==> src/rtl/stream_mux_demux_n_if.sv <==
// Handshake bundle for stream_mux_demux_n: a CH:1 mux path and a 1:CH demux path.
// The master drives the inputs and the slave is the mux/demux block itself.
interface stream_mux_demux_n_if #(
  parameter int DW    = 8,
  parameter int CH    = 4,
  parameter int SEL_W = 2
);
  logic [SEL_W-1:0]   mux_sel;
  logic [CH-1:0]      mux_in_valid;
  logic [CH*DW-1:0]   mux_in_data;
  logic [CH-1:0]      mux_in_ready;
  logic               mux_out_valid;
  logic [DW-1:0]      mux_out_data;
  logic [SEL_W-1:0]   mux_out_ch;
  logic               mux_out_ready;

  logic [SEL_W-1:0]   demux_sel;
  logic               demux_in_valid;
  logic [DW-1:0]      demux_in_data;
  logic               demux_in_ready;
  logic [CH-1:0]      demux_out_valid;
  logic [DW-1:0]      demux_out_data;
  logic [CH-1:0]      demux_out_ready;
  logic [7:0]         demux_err_cnt;

  modport master (
    output mux_sel, mux_in_valid, mux_in_data, mux_out_ready,
           demux_sel, demux_in_valid, demux_in_data, demux_out_ready,
    input  mux_in_ready, mux_out_valid, mux_out_data, mux_out_ch,
           demux_in_ready, demux_out_valid, demux_out_data, demux_err_cnt
  );

  modport slave (
    input  mux_sel, mux_in_valid, mux_in_data, mux_out_ready,
           demux_sel, demux_in_valid, demux_in_data, demux_out_ready,
    output mux_in_ready, mux_out_valid, mux_out_data, mux_out_ch,
           demux_in_ready, demux_out_valid, demux_out_data, demux_err_cnt
  );
endinterface

==> src/rtl/stream_mux_demux_n.sv <==
// Registered CH:1 stream mux and 1:CH stream demux, one stage each, full throughput.
// Define MUX_RR_EN to replace mux_sel with a round-robin grant on the mux path.
module stream_mux_demux_n #(
  parameter int DW    = 8,
  parameter int CH    = 4,
  parameter int SEL_W = 2
) (
  input  logic                clk,
  input  logic                rst_n,
  stream_mux_demux_n_if.slave bus
);

  // ---------------- mux path ----------------
  logic [CH-1:0][DW-1:0] mux_d;
  logic [SEL_W-1:0]      sel_eff;
  logic                  sel_ok;
  logic                  sel_vld;
  logic [DW-1:0]         sel_data;
  logic [CH-1:0]         mux_rdy;
  logic                  mux_v_q;
  logic [DW-1:0]         mux_d_q;
  logic [SEL_W-1:0]      mux_ch_q;
  logic                  ld;

  assign mux_d = bus.mux_in_data;
  assign ld    = !mux_v_q || bus.mux_out_ready;

`ifdef MUX_RR_EN
  logic [SEL_W-1:0] rr_ptr;
  logic [SEL_W-1:0] rr_gnt;
  logic             rr_any;
  int               rr_j;

  // Descending scan so the lowest offset from rr_ptr wins.
  always_comb begin
    rr_gnt = '0;
    rr_any = 1'b0;
    rr_j   = 0;
    for (int k = CH - 1; k >= 0; k--) begin
      rr_j = int'(rr_ptr) + k;
      if (rr_j >= CH) rr_j = rr_j - CH;
      if (bus.mux_in_valid[rr_j]) begin
        rr_gnt = SEL_W'(rr_j);
        rr_any = 1'b1;
      end
    end
  end

  always_ff @(posedge clk or negedge rst_n) begin
    if (!rst_n)
      rr_ptr <= '0;
    else if (ld && rr_any)
      rr_ptr <= (rr_gnt == SEL_W'(CH - 1)) ? '0 : rr_gnt + SEL_W'(1);
  end

  assign sel_eff = rr_gnt;
`else
  assign sel_eff = bus.mux_sel;
`endif

  // Decode by compare rather than index so out-of-range selects read nothing.
  always_comb begin
    sel_ok   = 1'b0;
    sel_vld  = 1'b0;
    sel_data = '0;
    mux_rdy  = '0;
    for (int i = 0; i < CH; i++) begin
      if (sel_eff == SEL_W'(i)) begin
        sel_ok   = 1'b1;
        sel_vld  = bus.mux_in_valid[i];
        sel_data = mux_d[i];
      end
    end
`ifdef MUX_RR_EN
    sel_ok = sel_ok && rr_any;
`endif
    for (int i = 0; i < CH; i++)
      mux_rdy[i] = ld && sel_ok && (sel_eff == SEL_W'(i));
  end

  always_ff @(posedge clk or negedge rst_n) begin
    if (!rst_n) begin
      mux_v_q  <= 1'b0;
      mux_d_q  <= '0;
      mux_ch_q <= '0;
    end else if (ld) begin
      if (sel_ok && sel_vld) begin
        mux_v_q  <= 1'b1;
        mux_d_q  <= sel_data;
        mux_ch_q <= sel_eff;
      end else begin
        mux_v_q  <= 1'b0;
      end
    end
  end

  assign bus.mux_in_ready  = mux_rdy;
  assign bus.mux_out_valid = mux_v_q;
  assign bus.mux_out_data  = mux_d_q;
  assign bus.mux_out_ch    = mux_ch_q;

  // ---------------- demux path ----------------
  logic             pend;
  logic [SEL_W-1:0] dch;
  logic [DW-1:0]    dem_d_q;
  logic [7:0]       err_cnt;
  logic             dst_rdy;
  logic             dsel_ok;
  logic             drain;
  logic             in_rdy;
  logic             in_xfer;
  logic [CH-1:0]    dem_vld;

  always_comb begin
    dst_rdy = 1'b0;
    dsel_ok = 1'b0;
    dem_vld = '0;
    for (int i = 0; i < CH; i++) begin
      if (dch == SEL_W'(i)) dst_rdy = bus.demux_out_ready[i];
      if (bus.demux_sel == SEL_W'(i)) dsel_ok = 1'b1;
      dem_vld[i] = pend && (dch == SEL_W'(i));
    end
  end

  assign drain   = pend && dst_rdy;
  assign in_rdy  = !pend || dst_rdy;
  assign in_xfer = bus.demux_in_valid && in_rdy;

  always_ff @(posedge clk or negedge rst_n) begin
    if (!rst_n) begin
      pend    <= 1'b0;
      dch     <= '0;
      dem_d_q <= '0;
      err_cnt <= '0;
    end else begin
      if (in_xfer && dsel_ok) begin
        pend    <= 1'b1;
        dch     <= bus.demux_sel;
        dem_d_q <= bus.demux_in_data;
      end else begin
        pend <= pend && !drain;
      end
      // Misrouted words are swallowed; only the count records them.
      if (in_xfer && !dsel_ok && (err_cnt != 8'hFF))
        err_cnt <= err_cnt + 8'd1;
    end
  end

  assign bus.demux_in_ready  = in_rdy;
  assign bus.demux_out_valid = dem_vld;
  assign bus.demux_out_data  = dem_d_q;
  assign bus.demux_err_cnt   = err_cnt;

endmodule

==> src/flat_wrapper.sv <==
// flat-port wrapper written by rule: the top's interface ports become plain ports
module stream_mux_demux_n_flat 
#(
  parameter int DW    = 8,
  parameter int CH    = 4,
  parameter int SEL_W = 2
)
  (clk, rst_n, bus_mux_sel, bus_mux_in_valid, bus_mux_in_data, bus_mux_out_ready, bus_demux_sel, bus_demux_in_valid, bus_demux_in_data, bus_demux_out_ready, bus_mux_in_ready, bus_mux_out_valid, bus_mux_out_data, bus_mux_out_ch, bus_demux_in_ready, bus_demux_out_valid, bus_demux_out_data, bus_demux_err_cnt);
  stream_mux_demux_n_if #(.DW(DW), .CH(CH), .SEL_W(SEL_W)) bus_i ();
  input  logic clk;
  input  logic rst_n;
  input wire logic [$bits(bus_i.mux_sel)-1:0] bus_mux_sel;
  input wire logic [$bits(bus_i.mux_in_valid)-1:0] bus_mux_in_valid;
  input wire logic [$bits(bus_i.mux_in_data)-1:0] bus_mux_in_data;
  input wire logic [$bits(bus_i.mux_out_ready)-1:0] bus_mux_out_ready;
  input wire logic [$bits(bus_i.demux_sel)-1:0] bus_demux_sel;
  input wire logic [$bits(bus_i.demux_in_valid)-1:0] bus_demux_in_valid;
  input wire logic [$bits(bus_i.demux_in_data)-1:0] bus_demux_in_data;
  input wire logic [$bits(bus_i.demux_out_ready)-1:0] bus_demux_out_ready;
  output wire logic [$bits(bus_i.mux_in_ready)-1:0] bus_mux_in_ready;
  output wire logic [$bits(bus_i.mux_out_valid)-1:0] bus_mux_out_valid;
  output wire logic [$bits(bus_i.mux_out_data)-1:0] bus_mux_out_data;
  output wire logic [$bits(bus_i.mux_out_ch)-1:0] bus_mux_out_ch;
  output wire logic [$bits(bus_i.demux_in_ready)-1:0] bus_demux_in_ready;
  output wire logic [$bits(bus_i.demux_out_valid)-1:0] bus_demux_out_valid;
  output wire logic [$bits(bus_i.demux_out_data)-1:0] bus_demux_out_data;
  output wire logic [$bits(bus_i.demux_err_cnt)-1:0] bus_demux_err_cnt;
  assign bus_i.mux_sel = bus_mux_sel;
  assign bus_i.mux_in_valid = bus_mux_in_valid;
  assign bus_i.mux_in_data = bus_mux_in_data;
  assign bus_i.mux_out_ready = bus_mux_out_ready;
  assign bus_i.demux_sel = bus_demux_sel;
  assign bus_i.demux_in_valid = bus_demux_in_valid;
  assign bus_i.demux_in_data = bus_demux_in_data;
  assign bus_i.demux_out_ready = bus_demux_out_ready;
  assign bus_mux_in_ready = bus_i.mux_in_ready;
  assign bus_mux_out_valid = bus_i.mux_out_valid;
  assign bus_mux_out_data = bus_i.mux_out_data;
  assign bus_mux_out_ch = bus_i.mux_out_ch;
  assign bus_demux_in_ready = bus_i.demux_in_ready;
  assign bus_demux_out_valid = bus_i.demux_out_valid;
  assign bus_demux_out_data = bus_i.demux_out_data;
  assign bus_demux_err_cnt = bus_i.demux_err_cnt;
  stream_mux_demux_n #(.DW(DW), .CH(CH), .SEL_W(SEL_W)) u_core (.clk(clk), .rst_n(rst_n), .bus(bus_i));
endmodule
==> config.mk <==
export PLATFORM = sky130hd
export DESIGN_NAME = stream_mux_demux_n_flat
export DESIGN_NICKNAME = d
export VERILOG_FILES = /design/src/rtl/stream_mux_demux_n_if.sv /design/src/rtl/stream_mux_demux_n.sv /design/src/flat_wrapper.sv
export SDC_FILE = /design/constraint.sdc
export NUM_CORES = 1
export LEC_CHECK = 0
export ABC_CLOCK_PERIOD_IN_PS = 1400
export CORE_UTILIZATION = 33
export CTS_CLUSTER_SIZE = 12
export DETAILED_ROUTE_END_ITERATION = 8
export GPL_TIMING_DRIVEN = 1
export PLACE_DENSITY_LB_ADDON = 0.08
export SKIP_LAST_GASP = 1
export SLEW_MARGIN = 15
export SYNTH_ARGS = -nofsm -noshare
export SYNTH_HDL_FRONTEND = slang
export SYNTH_SLANG_ARGS = --single-unit
==> constraint.sdc <==
create_clock -name clk -period 1.4 [get_ports clk]
set_input_delay 0.42 -clock clk [delete_from_list [all_inputs] [get_ports clk]]
set_output_delay 0.42 -clock clk [all_outputs]
set_load 0.005 [all_outputs]
==> run metrics, run 1 <==
Clock Skew=0.005068 ns; Min-Delay Endpoint=u_core.bus.demux_err_cnt[0]$_DFFE_PN0P_; Max H-tree Level=2; height of the die=approximately 70 um; Synth-to-Final Area Change=88.79%; vias in the first global route=1407; layout cells sized above 1=43.44%; Tightest Pin Transition=0.2602 ns; Syn Inst Count=~100; Setup crit start kind=register; Crit-path slowest cell=dfrtp_1; synthesized cell area=approximately 1500 um^2; CORE AREA=between 4000 and 5000 um^2; first-pass GRT wire length=between 6000 and 7000 um; Flop pwr share=34.2%; Max Cap Violations=0; RSZ-0062 raised after global routing=true; Net Sw Frac=27.23%; antenna viol nets, final=0; average size of a mapped cell=about 15 um^2; Via density=approximately 4.7; failing checks=setup timing; hold depth=0; Synth top cells by count=dfrtp_1, mux2_4, clkbuf_1; r2r setup slk=-0.30 ns; dominant synthesized flop cell=dfrtp_1; Slew Viols, Final=0; Max Freq=roughly 0.56 GHz; Final Cycle Share=127.1%; Synth area leader=dfrtp_1; cts hold-fix bufs=0; wire per inst=14.94 um; Vias=around 1300; fin crit period=roughly 1.8 ns; async set or reset register ratio after synthesis=100.0%; Buffers on Ports=around 90; Area contributors post-synth=dfrtp_1, mux2_4, mux4_2; Syn Nets=160; multiplexer share of the synthesized area=roughly a third; Cell variety after synth=25; RR Endpoint=u_core.bus.demux_out_data[0]$_DFFE_PN0P_; critical path endpoint category=output port; Seq/Total Area, Yosys=around half; Clk network pwr share=approximately a fifth; setup TNS=-6.127 ns; CTS tree=yes; CP dominant cell by count=buf_6; critical hold path startpoint=u_core.bus.demux_err_cnt[0]$_DFFE_PN0P_; TritonCTS Buffers=5; Psw=between 0.0009 and 0.001 W; fin cells=between 200 and 300; crit-path cells=buf_6, nor2b_4, buf_6, a22oi_4, buf_2; # setup viols final=28; crit path DAT=around 1.4 ns; initial antenna violation count=0; status=finished, violations left; Hold Path Class=reg2reg; die area=roughly 5000 um^2; clock root buffer=clkbuf_8; final setup margin=-0.3799 ns; gpl congestion=approximately 0.76; crit path kind=reg2out; share of the synthesized area in the top cell type=between 40% and 50%; IR drop worst, VDD=~0.00043 V; flops & latches, synth=30; Initial Utilization=about a third; Rows=24; delay of the slowest critical-path stage=between 0.3 and 0.4 ns; WHS=between 0.3 and 0.4 ns; Yosys warnings=0; routed wire length=~4100 um; data required time of the worst path=a little under 1 ns; GRT Util Overall=approximately 17%; Clock Latency Late Sink=around 0.28 ns; most frequent cell after synthesis=dfrtp_1; Die X=about 70 um; cell internal pwr=0.002491 W; compound-gate portion of the synthesized area=approximately 3.6%; Clock Path Buffers=2; NumNets Final=around 280; Final Hold Fails=0; PD cells=around 1200 nW/um^2; grt ovf=0; Rel. slew slack=between 80% and 90%; post-synthesis simple-gate area fraction=about a tenth; clock sinks=30; r2r worst-path depth=7; main combinational cell family by area after synthesis=multiplexers; pre-CTS setup slack=-0.8946 ns; number of synthesized flops with an enable pin=0; launch point of the worst reg-to-reg path=u_core.dch[0]$_DFFE_PN0P_; antenna diode count=0; Pre-Repair DR Iteration Count=4; Logic pwr share=45.2%; Synth Area in XOR/XNOR=0%; placed cells=249; 1st-iter DRT viols=~40; drt drc=0; Static Leakage=roughly 1.4 nW; io pins=slightly above 90; post-synthesis adder-cell area fraction=0%; DP HPWL=approximately 3000 um; CP Max Fanout=3; fin util=65.35%; largest net degree at the start of global routing=31; Reg clk slew, reported paths=approximately 0.060 ns
layout make-up:
| type | count | area (um^2) |
|---|---|---|
| fillers | 340 | 1519 |
| repair buffers | 122 | 1134 |
| multi-input cells | 60 | 819.5 |
| flip-flops and latches | 30 | 752.0 |
| clock buffers | 7 | 86.33 |
| well taps | 52 | 65.06 |
| clock inverters | 1 | 5.005 |
| inverters | 1 | 3.754 |
power by group through the flow:
stage | clock network [W] | logic, W | registers [W]
final | 0.000704 | 0.00155 | 0.00117
after global routing | 0.000754 | 0.00165 | 0.00119
after CTS | 0.000720 | 0.00149 | 0.00117
after detailed placement | 0 | 0.00130 | 0.00120
after global placement | 0 | 0.00127 | 0.00119
after floorplan | 0 | 0.000571 | 0.00118
cells by family after synthesis:
group,Yosys count
AOI/OAI and AO/OA,5
buffers and inverters,14
DFF,30
muxes,30
and+or+nand+nor,25
worst max path at each step:
stage | start | end | slack, ns | cells past startpoint
global placement | bus_mux_sel[0] | u_core.bus.mux_out_data[4]$_DFFE_PN0P_ | -0.83 | 6
global route | u_core.pend$_DFF_PN0_ | bus_demux_in_ready | -0.42 | 5
finish | u_core.pend$_DFF_PN0_ | bus_demux_in_ready | -0.38 | 5
floorplan | bus_mux_sel[0] | u_core.bus.mux_out_ch[0]$_DFFE_PN0P_ | -0.18 | 6
detailed placement | bus_mux_sel[0] | u_core.bus.mux_out_data[6]$_DFFE_PN0P_ | -0.89 | 6
CTS | u_core.dch[0]$_DFFE_PN0P_ | bus_demux_in_ready | -0.35 | 4
cell usage in the layout (no fill, tap or decap), types with 2 or more instances in the layout:
| cell | instances |
|---|---|
| nand3_1 | 2 |
| nand2_1 | 5 |
| nor2b_4 | 4 |
| and3_4 | 2 |
| mux2i_4 | 3 |
| nor3_2 | 2 |
| or2b_1 | 2 |
| buf_4 | 17 |
| clkbuf_8 | 6 |
| buf_6 | 13 |
| dfrtp_1 | 29 |
| clkdlybuf4s50_1 | 47 |
| buf_2 | 7 |
| mux2_4 | 17 |
| mux4_2 | 8 |
| dlygate4sd2_1 | 32 |
| clkbuf_2 | 3 |
sequential cells by signal, indices dropped and copies added, names as in the netlist:
register and flops:
u_core.bus.mux_out_ch 2, u_core.dch 2, u_core.bus.mux_out_data 8, u_core.bus.mux_out_valid 1, u_core.bus.demux_err_cnt 8, u_core.pend 1
u_core.bus.demux_out_data 8
worst max-delay path: cells and delay by family, from the launching register on:
kind / cells / cell delay, ns
AND/OR/NAND/NOR: 1 / 0.13
buffers and inverters: 3 / 0.37
AO/OA/AOI/OAI: 1 / 0.19
flip-flops: 1 / 0.39
routing by layer:
metal,GRT usage [%],routed length (um)
met1,18.48,1507
met4,6.000,59
met2,32.69,2242
met5,0,0
met3,3.924,270
per-stage QoR:
stage | total power [W] | cell area, um^2
4_1_cts | 0.003376 | 2834
3_5_place_dp | 0.002498 | 2567
6_report | 0.003423 | 2865
5_1_grt | 0.003592 | 2865
3_3_place_gp | 0.002459 | 2567
2_1_floorplan | 0.001751 | 1541
timing repair:
action	CTS	global route
endpoints found under the hold margin	0	0
cloned	1	0
resized for setup	97	21
endpoints found under the setup margin	57	30
pin swaps	5	5
setup buffers	16	3
Power figures use the tool's default switching activity.
==> run 2, diff against run 1 <==
==> constraint.sdc (replaced) <==
create_clock -name clk -period 1.4 [get_ports clk]
set_input_delay 0.42 -clock clk [delete_from_list [all_inputs] [get_ports clk]]
set_output_delay 0.42 -clock clk [all_outputs]
set_load 0.1 [all_outputs]
==> run 2 against run 1 <==
  * The flow still finishes with violations (setup timing)
  * Clock skew shrank 0.0027 ns
  * Clock power shrank 9.7%
  * Critical path depth shrank 2
  * Highest routed layer unchanged
==> run metrics, run 2 (synthesized netlist as in run 1, its figures left out) <==
WHS=approximately 0.43 ns; r2r setup slk=-0.26 ns; failing checks=setup timing; Static Leakage=between 1 and 1.5 nW; Psw=around 0.0025 W; antenna diode count=0; IR drop worst, VDD=about 0.00067 V; Via density=roughly 4.6; Tightest Pin Transition=between 0.2 and 0.3 ns; status=finished, violations left; largest net degree at the start of global routing=31; height of the die=approximately 70 um; Rel. slew slack=about 82%; data required time of the worst path=0.98 ns; critical hold path startpoint=u_core.bus.demux_err_cnt[4]$_DFFE_PN0P_; Min-Delay Endpoint=u_core.bus.demux_err_cnt[4]$_DFFE_PN0P_; Clock Latency Late Sink=~0.28 ns; Net Sw Frac=a little under half; clock root buffer=clkbuf_8; Rows=24; NumNets Final=around 280; routed wire length=between 4000 and 5000 um; critical path endpoint category=output port; final setup margin=-0.3868 ns; Die X=approximately 70 um; Setup crit start kind=register; # setup viols final=29; die area=4874 um^2; design area=~3300 um^2; io pins=between 90 and 100; first-pass GRT wire length=around 6600 um; Pre-Repair DR Iteration Count=4; cell internal pwr=0.002918 W; crit-path cells=nor2b_4, nor3b_4, buf_12; delay of the slowest critical-path stage=0.49 ns; crit path DAT=about 1.4 ns; hold depth=0; Reg clk slew, reported paths=approximately 0.060 ns; Max H-tree Level=2; Initial Utilization=about 35%; vias in the first global route=1338; Placed Area=slightly above 3000 um^2; DP HPWL=around 3200 um; fin cells=271; CORE AREA=approximately 4400 um^2; Buffers on Ports=between 90 and 100; 1st-iter DRT viols=22; Vias=between 1000 and 1500; initial antenna violation count=0; Final Hold Fails=0; cts hold-fix bufs=0; wire per inst=between 10 and 15 um; launch point of the worst reg-to-reg path=u_core.bus.mux_out_valid$_DFFE_PN0N_; grt ovf=0; layout cells sized above 1=between 50% and 60%; TritonCTS Buffers=5; GRT Util Overall=around 18%; Max Cap Violations=0; PD cells=1673 nW/um^2; Synth-to-Final Area Change=114.6%; RR Endpoint=u_core.bus.mux_out_data[1]$_DFFE_PN0P_; Clock Skew=approximately 0.0023 ns; Logic pwr share=between 60% and 70%; gpl congestion=~0.77; Slew Viols, Final=0; clock sinks=30; crit path kind=reg2out; RSZ-0062 raised after global routing=true; Crit-path slowest cell=dfrtp_4; most frequent cells in the layout=clkdlybuf4s50_1, buf_12, dfrtp_1, buf_4, mux2_4; drt drc=0; Flop pwr share=23.6%; Clk network pwr share=11.7%; fin crit period=roughly 1.8 ns; Hold Path Class=reg2reg; Max Freq=roughly 0.56 GHz; commonest non-fill, non-tap cell in the layout=clkdlybuf4s50_1; CP Max Fanout=3; antenna viol nets, final=0; placed cells=roughly 250; Final Cycle Share=127.6%; CTS tree=yes; r2r worst-path depth=6; Clock Path Buffers=2
## run 2: routing by layer
layer	share of wire, %	wire [um]	GRT usage [%]
met1	38	1512	20.91
met2	53	2117	29.81
met3	7.6	307	5.378
met4	1.9	76	8.000
met5	0	0	0
## run 2: worst max-delay path by stage
| stage | end | cells after the start | slack, ns | from |
|---|---|---|---|---|
| finish | bus_mux_in_ready[1] | 3 | -0.39 | u_core.bus.mux_out_valid$_DFFE_PN0N_ |
| global route | bus_mux_in_ready[1] | 3 | -0.43 | u_core.bus.mux_out_valid$_DFFE_PN0N_ |
| CTS | bus_demux_in_ready | 3 | -0.40 | u_core.dch[0]$_DFFE_PN0P_ |
| detailed placement | u_core.bus.mux_out_data[1]$_DFFE_PN0P_ | 6 | -0.79 | bus_mux_sel[0] |
| global placement | u_core.bus.mux_out_data[6]$_DFFE_PN0P_ | 6 | -0.71 | bus_mux_sel[0] |
| floorplan | bus_mux_in_ready[1] | 2 | -0.68 | u_core.bus.mux_out_valid$_DFFE_PN0N_ |
## run 2: area by class of cell
| type | instances | area [um^2] |
|---|---|---|
| Clock buffer | 7 | 76.32 |
| Fill cell | 276 | 1127 |
| Inverter | 1 | 3.754 |
| Multi-Input combinational cell | 60 | 789.5 |
| Sequential cell | 30 | 757.0 |
| Tap cell | 52 | 65.06 |
| Timing Repair Buffer | 121 | 1565 |
## run 2: power groups by stage
| stage | clock network (W) | registers [W] | logic, W |
|---|---|---|---|
| final | 0.000636 | 0.00129 | 0.00353 |
| after global routing | 0.000703 | 0.00131 | 0.00362 |
| after CTS | 0.000663 | 0.00129 | 0.00349 |
| after detailed placement | 0 | 0.00129 | 0.00342 |
| after global placement | 0 | 0.00128 | 0.00339 |
| after floorplan | 0 | 0.00236 | 0.000989 |
## run 2: stage by stage
stage	worst slack (ns)	total power (W)	TNS, ns	util (%)
2_1_floorplan	-0.6788	0.003348	-10.81	-
3_3_place_gp	-0.7118	0.004668	-14.81	69.29
3_5_place_dp	-0.7929	0.004712	-15.89	69.29
4_1_cts	-0.4032	0.005443	-6.675	73.17
5_1_grt	-0.4333	0.005635	-8.164	74.29
6_report	-0.3868	0.005448	-6.801	74.29
## run 2: critical path, delay by kind of cell, from the launching register on
family        cells  cell delay, ns
buf+inv           1            0.21
flops             1            0.49
simple gates      2            0.39
## run 2: what timing repair did
item | CTS | global route
pin swaps | 4 | 4
resized for setup | 22 | 5
setup buffers | 6 | 4
gates cloned | 1 | 0
setup endpoints to repair | 31 | 29
==> run 3, diff against run 2 <==
--- a/config.mk
+++ b/config.mk
@@ -6,13 +6,14 @@
 export NUM_CORES = 1
 export LEC_CHECK = 0
 export ABC_CLOCK_PERIOD_IN_PS = 1400
+export CORE_MARGIN = 2
 export CORE_UTILIZATION = 33
 export CTS_CLUSTER_SIZE = 12
 export DETAILED_ROUTE_END_ITERATION = 8
 export GPL_TIMING_DRIVEN = 1
 export PLACE_DENSITY_LB_ADDON = 0.08
 export SKIP_LAST_GASP = 1
-export SLEW_MARGIN = 15
+export SLEW_MARGIN = 20
 export SYNTH_ARGS = -nofsm -noshare
 export SYNTH_HDL_FRONTEND = slang
 export SYNTH_SLANG_ARGS = --single-unit
==> run 3 against run 2 <==
  * The run still ends with setup timing left
  * Via count increased by 3.4%
  * Sequential share of layout area shrank 0.35 points
  * Count of clock-buffer cells in the layout unchanged
  * Hold slack about the same
  * Clock power fell by 1%
  * Wire length rose by 6.3%
  * Sequential power about the same
  * Non-clock buffer count rose by 3
  * Highest routed layer unchanged
  * Largest cell class unchanged
  * Flip-flop and latch count stayed put
  * Fmax shrank 0.95%
  * Global-route usage up 0.078 points
==> run metrics, run 3 (synthesized netlist as in run 1, its figures left out) <==
status=finished, violations left; failing checks=setup timing; data required time of the worst path=0.98 ns; design area=approximately 3300 um^2; Psw=between 0.002 and 0.003 W; gpl congestion=approximately 0.84; crit path kind=reg2out; Net Sw Frac=around 46%; 1st-iter DRT viols=16; Vias=about 1300; Die X=slightly above 70 um; # setup viols final=30; RSZ-0062 raised after global routing=true; Buffers on Ports=between 90 and 100; layout cells sized above 1=around 57%; Max H-tree Level=2; Hold Path Class=reg2reg; clock sinks=30; final setup margin=-0.4039 ns; grt ovf=0; Reg clk slew, reported paths=approximately 0.060 ns; Clock Skew=~0.0036 ns; # fillers=between 200 and 300; Pre-Repair DR Iteration Count=3; Via density=roughly 4.7; multi-input gate area in the final layout=roughly 830 um^2; IR drop worst, VDD=0.0006669 V; setup TNS=-8.117 ns; PD cells=1667 nW/um^2; vias in the first global route=around 1500; NumNets Final=approximately 280; wire per inst=approximately 16 um; CORE AREA=about 4400 um^2; total power=about 0.0055 W; antenna diode count=0; drt drc=0; crit path DAT=around 1.4 ns; routed wire length=roughly 4300 um; TritonCTS Buffers=5; clock root buffer=clkbuf_8; Clock Latency Late Sink=0.27 ns; first-pass GRT wire length=6927 um; CP Max Fanout=2; Max Freq=about 0.55 GHz; largest net degree at the start of global routing=31; antenna viol nets, final=0; Synth-to-Final Area Change=117.9%; Placed Area=between 3000 and 4000 um^2; Static Leakage=about 1.5 nW; critical path endpoint category=output port; DP HPWL=about 3200 um; fin crit period=roughly 1.8 ns; Rel. slew slack=81.90%; Clk network pwr share=about 11%; die area=between 5000 and 6000 um^2; Slew Viols, Final=0; initial antenna violation count=0; Max Cap Violations=0; Clock Path Buffers=2; Tightest Pin Transition=roughly 0.26 ns; register area=757.0 um^2; fin util=about three quarters; CTS tree=yes; Setup crit start kind=register; height of the die=between 70 and 80 um; GRT Util Overall=~18%; most frequent cells in the layout=clkdlybuf4s50_1, buf_12, dfrtp_1, buf_4, mux2_4; Rows=24; commonest non-fill, non-tap cell in the layout=clkdlybuf4s50_1; Logic pwr share=between 60% and 70%; Final Hold Fails=0; Initial Utilization=between 30% and 40%; Flop pwr share=a little under a quarter; Final Cycle Share=128.8%; cell internal pwr=about 0.0030 W; io pins=between 90 and 100
==> run 3: cell count changes in the layout (fill, tap and decap cells not counted), sizes merged <==
cell	previous run	this run
clkdlybuf4s15	2	0
clkbuf	7	10
buf	66	70
dlygate4sd2	7	5
==> run 3: power by group through the flow <==
stage	combinational, W	clock, W	sequential, W
2_1_floorplan	0.000989	0	0.00236
3_3_place_gp	0.00338	0	0.00128
3_5_place_dp	0.00341	0	0.00129
4_1_cts	0.00358	0.000657	0.00129
5_1_grt	0.00369	0.000692	0.00131
6_report	0.00359	0.000629	0.00129
==> run 3: metrics by stage <==
stage | setup WS (ns) | hold slack (ns) | cells
after global routing | -0.4452 | 0.4463 | 274
after floorplan | -0.6788 | 0.1244 | 104
after detailed placement | -0.7719 | 0.4250 | 252
after global placement | -0.7095 | 0.4242 | 252
after CTS | -0.4318 | 0.4381 | 273
final | -0.4039 | 0.4323 | 274
==> run 3: worst max-delay path, cell delays in order, from the launching register on <==
cell and delay [ns]:
dfrtp_4 0.48, buf_6 0.13, nand2b_4 0.07, buf_6 0.09, and3_4 0.18, buf_12 0.17
==> run 3: area by class of cell <==
cell class | instances | area share [%]
Clock buffer | 7 | 2.308
Tap cell | 52 | 1.967
Sequential cell | 30 | 22.89
Timing Repair Buffer | 124 | 47.56
Inverter | 1 | 0.1135
Multi-Input combinational cell | 60 | 25.16
==> run 3: what timing repair did <==
action / in CTS / in global routing
hold endpoints to repair: 0 / 0
gates resized for setup: 35 / 13
hold buffers: 0 / 0
endpoints found under the setup margin: 30 / 30
pin swaps: 6 / 5
setup buffers: 13 / 4
gates cloned: 1 / 0
==> run 3: worst paths after layout <==
| check | startpoint | end | slack (ns) | cells after the start |
|---|---|---|---|---|
| worst min-delay path | u_core.bus.demux_err_cnt[5]$_DFFE_PN0P_ | u_core.bus.demux_err_cnt[5]$_DFFE_PN0P_ | 0.43 | 0 |
| max in group asynchronous | rst_n | u_core.bus.mux_out_valid$_DFFE_PN0N_ | 0.72 | 2 |
| worst max register to register | u_core.bus.mux_out_valid$_DFFE_PN0N_ | u_core.bus.mux_out_data[3]$_DFFE_PN0P_ | -0.28 | 6 |
| worst min register to register | u_core.bus.demux_err_cnt[5]$_DFFE_PN0P_ | u_core.bus.demux_err_cnt[5]$_DFFE_PN0P_ | 0.43 | 0 |
| min in group asynchronous | rst_n | u_core.bus.demux_err_cnt[1]$_DFFE_PN0P_ | 0.50 | 2 |
| worst max-delay path | u_core.bus.mux_out_valid$_DFFE_PN0N_ | bus_mux_in_ready[3] | -0.40 | 5 |
==> run 3: routing by layer <==
layer  vias up  track usage (%)  wire length, um
li1        597                -                -
met1       621            21.20             1663
met2        59            30.76             2233
met3         6            4.501              301
met4         0            7.547               67
met5         -                0                0
